## config.mk

```make
export PLATFORM = sky130hd
export DESIGN_NAME = uart_tx_mmio_flat
export DESIGN_NICKNAME = d
export VERILOG_FILES = /design/src/rtl/uart_pkg.sv /design/src/rtl/uart_tx_mmio_if.sv /design/src/rtl/uart_tx_mmio_sync_fifo.sv /design/src/rtl/uart_tx_mmio.sv /design/src/flat_wrapper.sv
export SDC_FILE = /design/constraint.sdc
export NUM_CORES = 1
export LEC_CHECK = 0
export CAP_MARGIN = 20
export CELL_PAD_IN_SITES_DETAIL_PLACEMENT = 0
export CELL_PAD_IN_SITES_GLOBAL_PLACEMENT = 1
export CORE_ASPECT_RATIO = 1.1
export CORE_UTILIZATION = 43
export CTS_BUF_LIST = sky130_fd_sc_hd__clkbuf_8
export DETAILED_ROUTE_END_ITERATION = 7
export GPL_TIMING_DRIVEN = 0
export PLACE_DENSITY_LB_ADDON = 0.1
export SLEW_MARGIN = 30
export SYNTH_ARGS = -nofsm -noshare
export SYNTH_HDL_FRONTEND = slang
export SYNTH_SLANG_ARGS = --single-unit
```

## constraint.sdc

```tcl
create_clock -name clk -period 5.8 [get_ports clk]
set_input_delay 1.16 -clock clk [delete_from_list [all_inputs] [get_ports clk]]
set_output_delay 1.16 -clock clk [all_outputs]
set_load 0.005 [all_outputs]
```

## src/rtl/uart_pkg.sv

```systemverilog
// Shared definitions for the memory-mapped UART transmitter:
// register indices, STATUS bit positions, FSM state encoding and baud helpers.
// Optional feature macro: UART_TX_PARITY_EN (8E1 framing when defined).
package uart_pkg;

  localparam int unsigned DIV_W = 16;

  // Register index, taken from addr[1:0]
  localparam logic [1:0] REG_TXDATA  = 2'd0;
  localparam logic [1:0] REG_STATUS  = 2'd1;
  localparam logic [1:0] REG_BAUDDIV = 2'd2;

  // STATUS register bit positions
  localparam int unsigned STAT_BUSY  = 0;
  localparam int unsigned STAT_FULL  = 1;
  localparam int unsigned STAT_EMPTY = 2;
  localparam int unsigned STAT_OVF   = 3;

  typedef enum logic [2:0] {
    ST_IDLE   = 3'd0,
    ST_START  = 3'd1,
    ST_DATA   = 3'd2,
    ST_PARITY = 3'd3,
    ST_STOP   = 3'd4
  } tx_state_t;

  // A divider of zero would stall the line, so it behaves as one cycle per bit.
  function automatic logic [DIV_W-1:0] bit_period(input logic [DIV_W-1:0] div);
    return (div == '0) ? DIV_W'(1) : div;
  endfunction

endpackage

```

## src/rtl/uart_tx_mmio_if.sv

```systemverilog
// CPU data-bus port of the UART transmitter (word-addressed).
// Optional feature macro: UART_TX_PARITY_EN (no effect on this interface).
interface uart_tx_mmio_if;
  logic [31:0] addr;
  logic [31:0] dataIn;
  logic [31:0] dataOut;
  logic        cs;
  logic        oe;
  logic        we;

  modport master (
    output addr, dataIn, cs, oe, we,
    input  dataOut
  );

  modport slave (
    input  addr, dataIn, cs, oe, we,
    output dataOut
  );
endinterface

```

## src/rtl/uart_tx_mmio_sync_fifo.sv

```systemverilog
// Synchronous FIFO with wrap-around pointers carrying an extra MSB so that
// full and empty are distinguished without a separate occupancy counter.
// Optional feature macro: UART_TX_PARITY_EN (no effect on this module).
module sync_fifo #(
  parameter int unsigned WIDTH = 8,
  parameter int unsigned DEPTH = 4
) (
  input  logic             clk,
  input  logic             reset,
  input  logic             push,
  input  logic             pop,
  input  logic [WIDTH-1:0] din,
  output logic [WIDTH-1:0] dout,
  output logic             full,
  output logic             empty
);

  localparam int unsigned AW = $clog2(DEPTH);

  logic [WIDTH-1:0] mem [DEPTH];
  logic [AW:0]      wptr;
  logic [AW:0]      rptr;

  assign empty = (wptr == rptr);
  assign full  = (wptr[AW] != rptr[AW]) && (wptr[AW-1:0] == rptr[AW-1:0]);
  assign dout  = mem[rptr[AW-1:0]];

  // Pointer update; pushes to a full FIFO and pops from an empty one are ignored
  always_ff @(posedge clk) begin
    if (reset) begin
      wptr <= '0;
      rptr <= '0;
    end else begin
      if (push && !full)  wptr <= wptr + 1'b1;
      if (pop  && !empty) rptr <= rptr + 1'b1;
    end
  end

  // Storage array, no reset needed since reads are gated by the pointers
  always_ff @(posedge clk) begin
    if (push && !full) mem[wptr[AW-1:0]] <= din;
  end

endmodule

```

## src/rtl/uart_tx_mmio.sv

```systemverilog
// Memory-mapped UART transmitter: CPU stores to TXDATA fill a small FIFO,
// a baud-rate FSM serialises bytes onto tx as 8N1 frames.
// Optional feature macro: UART_TX_PARITY_EN adds an even parity bit (8E1).
module uart_tx_mmio
  import uart_pkg::*;
#(
  parameter logic [31:0]      BASE_ADDR   = 32'h0000_1000,
  parameter int unsigned      FIFO_DEPTH  = 4,
  parameter logic [DIV_W-1:0] DEFAULT_DIV = 16'd868
) (
  input  logic         clk,
  input  logic         reset,
  uart_tx_mmio_if.slave bus,
  output logic         tx,
  output logic         irq
);

  tx_state_t        state;
  logic [DIV_W-1:0] baud_div;
  logic [DIV_W-1:0] baud_cnt;
  logic [DIV_W-1:0] reload;
  logic [2:0]       bit_cnt;
  logic [7:0]       shift;
  logic             overflow;
  logic             busy;
`ifdef UART_TX_PARITY_EN
  logic             parity_bit;
`endif

  logic             sel;
  logic [1:0]       idx;
  logic             push_req;
  logic             fifo_pop;
  logic             fifo_full;
  logic             fifo_empty;
  logic [7:0]       fifo_dout;
  logic             unused_data_hi;

  assign sel      = bus.cs && (bus.addr[31:2] == BASE_ADDR[31:2]);
  assign idx      = bus.addr[1:0];
  assign push_req = sel && bus.we && (idx == REG_TXDATA);
  assign reload   = bit_period(baud_div) - DIV_W'(1);
  assign busy     = (state != ST_IDLE);
  assign irq      = fifo_empty && (state == ST_IDLE);
  assign unused_data_hi = ^bus.dataIn[31:16];

  // The FIFO head is consumed whenever the FSM loads a new byte: from IDLE,
  // or at the last cycle of STOP for back-to-back frames.
  assign fifo_pop = !fifo_empty &&
                    ((state == ST_IDLE) || ((state == ST_STOP) && (baud_cnt == '0)));

  sync_fifo #(
    .WIDTH (8),
    .DEPTH (FIFO_DEPTH)
  ) u_fifo (
    .clk   (clk),
    .reset (reset),
    .push  (push_req),
    .pop   (fifo_pop),
    .din   (bus.dataIn[7:0]),
    .dout  (fifo_dout),
    .full  (fifo_full),
    .empty (fifo_empty)
  );

  // Bus-writable registers: BAUDDIV and the sticky overflow flag
  always_ff @(posedge clk) begin
    if (reset) begin
      baud_div <= DEFAULT_DIV;
      overflow <= 1'b0;
    end else if (sel && bus.we) begin
      case (idx)
        REG_TXDATA:  if (fifo_full) overflow <= 1'b1;
        REG_STATUS:  overflow <= 1'b0;
        REG_BAUDDIV: baud_div <= bus.dataIn[DIV_W-1:0];
        default:     ;
      endcase
    end
  end

  // Read mux, combinational from address and register state
  always_comb begin
    bus.dataOut = '0;
    if (sel && bus.oe) begin
      case (idx)
        REG_STATUS: begin
          bus.dataOut[STAT_BUSY]  = busy;
          bus.dataOut[STAT_FULL]  = fifo_full;
          bus.dataOut[STAT_EMPTY] = fifo_empty;
          bus.dataOut[STAT_OVF]   = overflow;
        end
        REG_BAUDDIV: bus.dataOut[DIV_W-1:0] = baud_div;
        default:     bus.dataOut = '0;
      endcase
    end
  end

  // Baud-rate serialiser: each bit lasts reload+1 cycles, counter reloaded at every bit start
  always_ff @(posedge clk) begin
    if (reset) begin
      state    <= ST_IDLE;
      tx       <= 1'b1;
      baud_cnt <= '0;
      bit_cnt  <= '0;
      shift    <= '0;
`ifdef UART_TX_PARITY_EN
      parity_bit <= 1'b0;
`endif
    end else begin
      case (state)
        ST_IDLE: begin
          if (!fifo_empty) begin
            shift    <= fifo_dout;
`ifdef UART_TX_PARITY_EN
            parity_bit <= ^fifo_dout;
`endif
            tx       <= 1'b0;
            baud_cnt <= reload;
            state    <= ST_START;
          end
        end
        ST_START: begin
          if (baud_cnt == '0) begin
            tx       <= shift[0];
            baud_cnt <= reload;
            bit_cnt  <= '0;
            state    <= ST_DATA;
          end else begin
            baud_cnt <= baud_cnt - DIV_W'(1);
          end
        end
        ST_DATA: begin
          if (baud_cnt == '0) begin
            baud_cnt <= reload;
            if (bit_cnt == 3'd7) begin
`ifdef UART_TX_PARITY_EN
              tx    <= parity_bit;
              state <= ST_PARITY;
`else
              tx    <= 1'b1;
              state <= ST_STOP;
`endif
            end else begin
              bit_cnt <= bit_cnt + 3'd1;
              shift   <= shift >> 1;
              tx      <= shift[1];
            end
          end else begin
            baud_cnt <= baud_cnt - DIV_W'(1);
          end
        end
`ifdef UART_TX_PARITY_EN
        ST_PARITY: begin
          if (baud_cnt == '0) begin
            tx       <= 1'b1;
            baud_cnt <= reload;
            state    <= ST_STOP;
          end else begin
            baud_cnt <= baud_cnt - DIV_W'(1);
          end
        end
`endif
        ST_STOP: begin
          if (baud_cnt == '0) begin
            if (!fifo_empty) begin
              shift    <= fifo_dout;
`ifdef UART_TX_PARITY_EN
              parity_bit <= ^fifo_dout;
`endif
              tx       <= 1'b0;
              baud_cnt <= reload;
              state    <= ST_START;
            end else begin
              state <= ST_IDLE;
            end
          end else begin
            baud_cnt <= baud_cnt - DIV_W'(1);
          end
        end
        default: begin
          state <= ST_IDLE;
          tx    <= 1'b1;
        end
      endcase
    end
  end

endmodule

```

## src/flat_wrapper.sv

```systemverilog
// flat-port wrapper written by rule: the top's interface ports become plain ports
module uart_tx_mmio_flat import uart_pkg::*;
#(
  parameter logic [31:0]      BASE_ADDR   = 32'h0000_1000,
  parameter int unsigned      FIFO_DEPTH  = 4,
  parameter logic [DIV_W-1:0] DEFAULT_DIV = 16'd868
)
  (clk, reset, tx, irq, bus_addr, bus_dataIn, bus_cs, bus_oe, bus_we, bus_dataOut);
  uart_tx_mmio_if bus_i ();
  input  logic clk;
  input  logic reset;
  output logic tx;
  output logic irq;
  input wire logic [$bits(bus_i.addr)-1:0] bus_addr;
  input wire logic [$bits(bus_i.dataIn)-1:0] bus_dataIn;
  input wire logic [$bits(bus_i.cs)-1:0] bus_cs;
  input wire logic [$bits(bus_i.oe)-1:0] bus_oe;
  input wire logic [$bits(bus_i.we)-1:0] bus_we;
  output wire logic [$bits(bus_i.dataOut)-1:0] bus_dataOut;
  assign bus_i.addr = bus_addr;
  assign bus_i.dataIn = bus_dataIn;
  assign bus_i.cs = bus_cs;
  assign bus_i.oe = bus_oe;
  assign bus_i.we = bus_we;
  assign bus_dataOut = bus_i.dataOut;
  uart_tx_mmio #(.BASE_ADDR(BASE_ADDR), .FIFO_DEPTH(FIFO_DEPTH), .DEFAULT_DIV(DEFAULT_DIV)) u_core (.clk(clk), .reset(reset), .bus(bus_i), .tx(tx), .irq(irq));
endmodule
```

==> impl_metrics.sql <==
INSERT INTO impl_metrics (metric_group, metric, value, unit) VALUES
('status', 'run_status', 'complete, no violations', ''),
('yosys', 'count_of_flip_flops_with_a_built_in_enable_after_synthesis', '32', ''),
('routing', 'routed-via-count', '4288', ''),
('clock_network', 'tritoncts.num_buffers', '9', ''),
('hold_path', 'worstHoldPathType', 'reg2reg', ''),
('yosys', 'number_of_storage_elements_in_the_synthesis_netlist', '88', ''),
('sta', 'grt_setup_unrepaired', 'false', ''),
('routing', 'routed_via_density', '5.49', ''),
('yosys', 'yosys_warnings', '0', ''),
('global_routing', 'met2_usage', '36.7', '%'),
('routing', 'drt_pre_antenna_iters', '4', ''),
('global_routing', 'met3_usage', '4.27', '%'),
('sta', 'fmax', '0.215', 'GHz'),
('placed_design', 'port-buffer-count', '70', ''),
('yosys', 'syn-cell-area', '4960', 'sq um'),
('worst_setup_path', 'start_kind', 'input port', ''),
('yosys', 'synth.lib_cells_used.distinct', '64', ''),
('sta', 'setup_viol_count_final', '0', ''),
('power_and_ir_drop', 'power.share.combinational', '50.0', '%'),
('yosys', 'postSynth.topFlopCell', 'dfxtp_1', ''),
('worst_setup_path', 'crit_type', 'in2out', ''),
('global_routing', 'grt_pass1_wl', '20900', 'microns'),
('clock_network', 'clk_pin_slew_worst_paths', '0.09', 'ns'),
('placed_design', 'routabilityCongestion', '0.958', ''),
('sta', 'worst_clock_skew', '0.00830', 'ns'),
('clock_network', 'cts.repair.resized', '0', ''),
('global_routing', 'largest_net_degree_at_the_start_of_global_routing', '19', ''),
('global_routing', 'globalRouteTotalUtil', '22.6', '%'),
('floorplan', 'dieArea', '12000', 'sq um'),
('sta', 'tns', '0', 'ns'),
('final_layout', 'share_of_the_core_filled_with_cells_in_the_final_layout', '55.1', '%'),
('sta', 'drv_slew', '0', ''),
('yosys', 'yosysSeqAreaShare', '42.0', '%'),
('floorplan', 'placeableCoreArea', '11100', 'sq um'),
('worst_setup_path', 'critical_path.endpoint_type', 'output pin', ''),
('final_layout', 'fill_cell_total_of_the_finished_layout', '1004', ''),
('sta', 'fin_crit', '4.66', 'ns'),
('global_routing', 'top_usage_layer', 'met2', ''),
('global_routing', 'global_route.overflow_total', '0', ''),
('global_routing', 'global_route.usage.met1', '30.0', '%'),
('worst_setup_path', 'crit_arrival', '3.50', 'ns'),
('routing', 'drtAntennaViolNets', '0', ''),
('final_layout', 'nets', '711', ''),
('power_and_ir_drop', 'leakage', '2.17', 'nW'),
('clock_network', 'cts_num_sinks', '88', ''),
('routing', 'detail_routed_net_length_per_standard_cell', '16.7', 'microns'),
('flow_run', 'maxCapViolations', '0', ''),
('floorplan', 'core.rowCount', '40', ''),
('sta', 'final_hold_viols', '0', ''),
('routing', 'wl', '13100', 'microns'),
('floorplan', 'die_span_y', '115', 'microns'),
('yosys', 'syn-mean-instance-area', '9.31', 'sq um'),
('yosys', 'ys_async_rst_share', '0', '%'),
('clock_network', 'tritoncts', 'built', ''),
('floorplan', 'die_width', '104', 'microns'),
('clock_network', 'ctsRootBufferMaster', 'clkbuf_8', ''),
('final_layout', 'layout-drive-gt1-share', '10.6', '%'),
('power_and_ir_drop', 'powerDensity', '388', 'nW/um^2'),
('global_routing', 'number_of_global_route_vias_before_repair', '4126', ''),
('worst_setup_path', 'cp.required', '4.64', 'ns'),
('power_and_ir_drop', 'pwr-share-clk', '17.9', '%'),
('routing', 'drc', '0', ''),
('final_layout', 'syn2layout_area_growth', '22.9', '%'),
('power_and_ir_drop', 'power.switching_fraction', '43.6', '%'),
('sta', 'worstMarginPinSlew', '0.751', 'ns'),
('clock_network', 'clock_latency', '0.37', 'ns'),
('sta', 'worst_slew_margin_rel', '49.9', '%'),
('floorplan', 'boundaryPins', '103', ''),
('clock_network', 'h-tree-depth', '3', ''),
('final_layout', 'antennaDiodeCount', '0', ''),
('yosys', 'postSynthCellCount', '533', ''),
('routing', 'detail_route.iter0.violations', '208', ''),
('power_and_ir_drop', 'max-vdd-ir-drop', '184', 'uV'),
('clock_network', 'postCtsSetupBuffers', '0', ''),
('power_and_ir_drop', 'seq_pwr_share', '32.1', '%'),
('clock_network', 'ctsLongestPathBuffers', '2', ''),
('global_routing', 'initial_antenna_violation_count', '0', ''),
('placed_design', 'place.detailed.hpwl', '9810', 'microns'),
('worst_setup_path', 'crit_path_max_fanout', '10', ''),
('sta', 'fin_crit_sh', '80.3', '%'),
('clock_network', 'cts.hold.buffers_added', '0', ''),
('power_and_ir_drop', 'p_int', '1.33', 'mW'),
('power_and_ir_drop', 'power.net_switching', '1.03', 'mW'),
('floorplan', 'start_util', '44.9', '%');
==> layout by cell type (no fill, tap or decap), drive strengths merged, types with 10 or more instances in the layout <==
cell type | Yosys | routed
nor2 | 75 | 75
o21ai | 26 | 26
xor2 | 10 | 10
nand2 | 37 | 37
mux2i | 22 | 22
ha | 13 | 13
conb | 1 | 16
dfxtp | 56 | 56
nor3 | 18 | 18
and2 | 18 | 18
clkdlybuf4s50 | 0 | 70
clkbuf | 22 | 31
edfxtp | 32 | 32
a21oi | 25 | 25
xnor2 | 11 | 11
a22oi | 13 | 13
inv | 9 | 14
buf | 25 | 25
==> flip-flops by register name (all words and copies together), names as in the netlist, named ones only <==
| name | count |
|---|---|
| u_core.tx | 1 |
| u_core.bit_cnt | 3 |
| u_core.u_fifo.wptr | 3 |
| u_core.shift | 8 |
| u_core.overflow | 1 |
| u_core.u_fifo.mem | 32 |
| u_core.u_fifo.rptr | 3 |
| u_core.baud_div | 16 |
| u_core.state | 3 |
| u_core.baud_cnt | 16 |
==> power groups by stage <==
stage / Clock, mW / Sequential, mW / Combinational [mW]
finish: 0.424 / 0.760 / 1.18
global route: 0.458 / 0.771 / 1.30
CTS: 0.436 / 0.760 / 1.16
detailed placement: 0 / 0.773 / 1.16
global placement: 0 / 0.770 / 1.15
floorplan: 0 / 0.759 / 0.850
==> Yosys cell counts, drive strengths merged, types with 4 or more instances <==
master | count | area share [%]
nor2 | 75 | 5.7
dfxtp | 56 | 23
nand2 | 37 | 2.8
edfxtp | 32 | 19
o21ai | 26 | 2.6
a21oi | 25 | 2.5
buf | 25 | 3.5
clkbuf | 22 | 1.7
mux2i | 22 | 4.4
and2 | 18 | 2.3
nor3 | 18 | 1.9
a22oi | 13 | 2.0
ha | 13 | 3.3
xnor2 | 11 | 1.9
xor2 | 10 | 1.8
a211oi | 9 | 1.5
inv | 9 | 0.68
nor4 | 9 | 1.3
or3 | 9 | 1.3
mux4 | 8 | 3.6
nand4 | 6 | 0.76
a211o | 5 | 0.88
nor2b | 5 | 0.63
o31ai | 5 | 0.86
a31oi | 4 | 0.50
nand2b | 4 | 0.50
nand3 | 4 | 0.40
nand3b | 4 | 0.61
o22ai | 4 | 0.50
or4 | 4 | 0.76
==> critical path, cell delays in order <==
cell             delay, ns
clkdlybuf4s50_1       0.40
nor4b_1               0.31
nand4_1               0.16
nor2_1                0.26
and3_1                0.22
clkbuf_1              0.29
and2_1                0.18
clkdlybuf4s50_1       0.52
==> cells by family after synthesis <==
| kind of cell | after synthesis | synth area share, % |
|---|---|---|
| and+or+nand+nor | 207 | 21.1 |
| AOI/OAI and AO/OA | 114 | 15.3 |
| DFF | 88 | 42.0 |
| buffers and inverters | 56 | 5.83 |
| muxes | 33 | 8.75 |
| xor gates and xnor gates | 21 | 3.71 |
| adders and majority gates | 13 | 3.28 |
| other | 1 | 0.0756 |
==> layer usage <==
metal  wire length [microns]  vias up
met5                       0        -
met4                     269        0
met3                     833       21
met2                    5980      159
met1                    5970     1998
li1                        -     2110
==> cell type report <==
| class | instances | area [sq um] | area share, % |
|---|---|---|---|
| buffer | 47 | 255 | 4.19 |
| timing repair buffer | 70 | 701 | 11.5 |
| sequential | 88 | 2080 | 34.1 |
| inverter | 9 | 33.8 | 0.554 |
| tap | 147 | 184 | 3.02 |
| clock buffer | 9 | 124 | 2.03 |
| clock inverter | 7 | 67.6 | 1.11 |
| multi-input combinational | 404 | 2650 | 43.5 |
==> stage by stage <==
step | setup slack (ns) | power [mW] | cell area, sq um | hold WS (ns) | cells
6_report | 1.14 | 2.36 | 6100 | 0.481 | 781
5_1_grt | 0.888 | 2.53 | 6100 | 0.503 | 781
4_1_cts | 1.06 | 2.36 | 6090 | 0.483 | 781
3_5_place_dp | 1.07 | 1.93 | 5900 | 0.467 | 765
3_3_place_gp | 1.08 | 1.92 | 5900 | 0.461 | 765
2_1_floorplan | 2.36 | 1.61 | 5020 | 0.450 | 548
==> worst paths after layout <==
check	slack, ns	end	depth (start not counted)	from
min	0.48	u_core.shift[7]	2	u_core.shift[7]
max reg2reg	2.45	u_core.baud_cnt[6]	12	u_core.baud_div[8]
max	1.14	bus_dataOut[6]	8	bus_addr[15]
min reg2reg	0.48	u_core.shift[7]	2	u_core.shift[7]
Note: power is estimated with default switching activity, not from simulation.
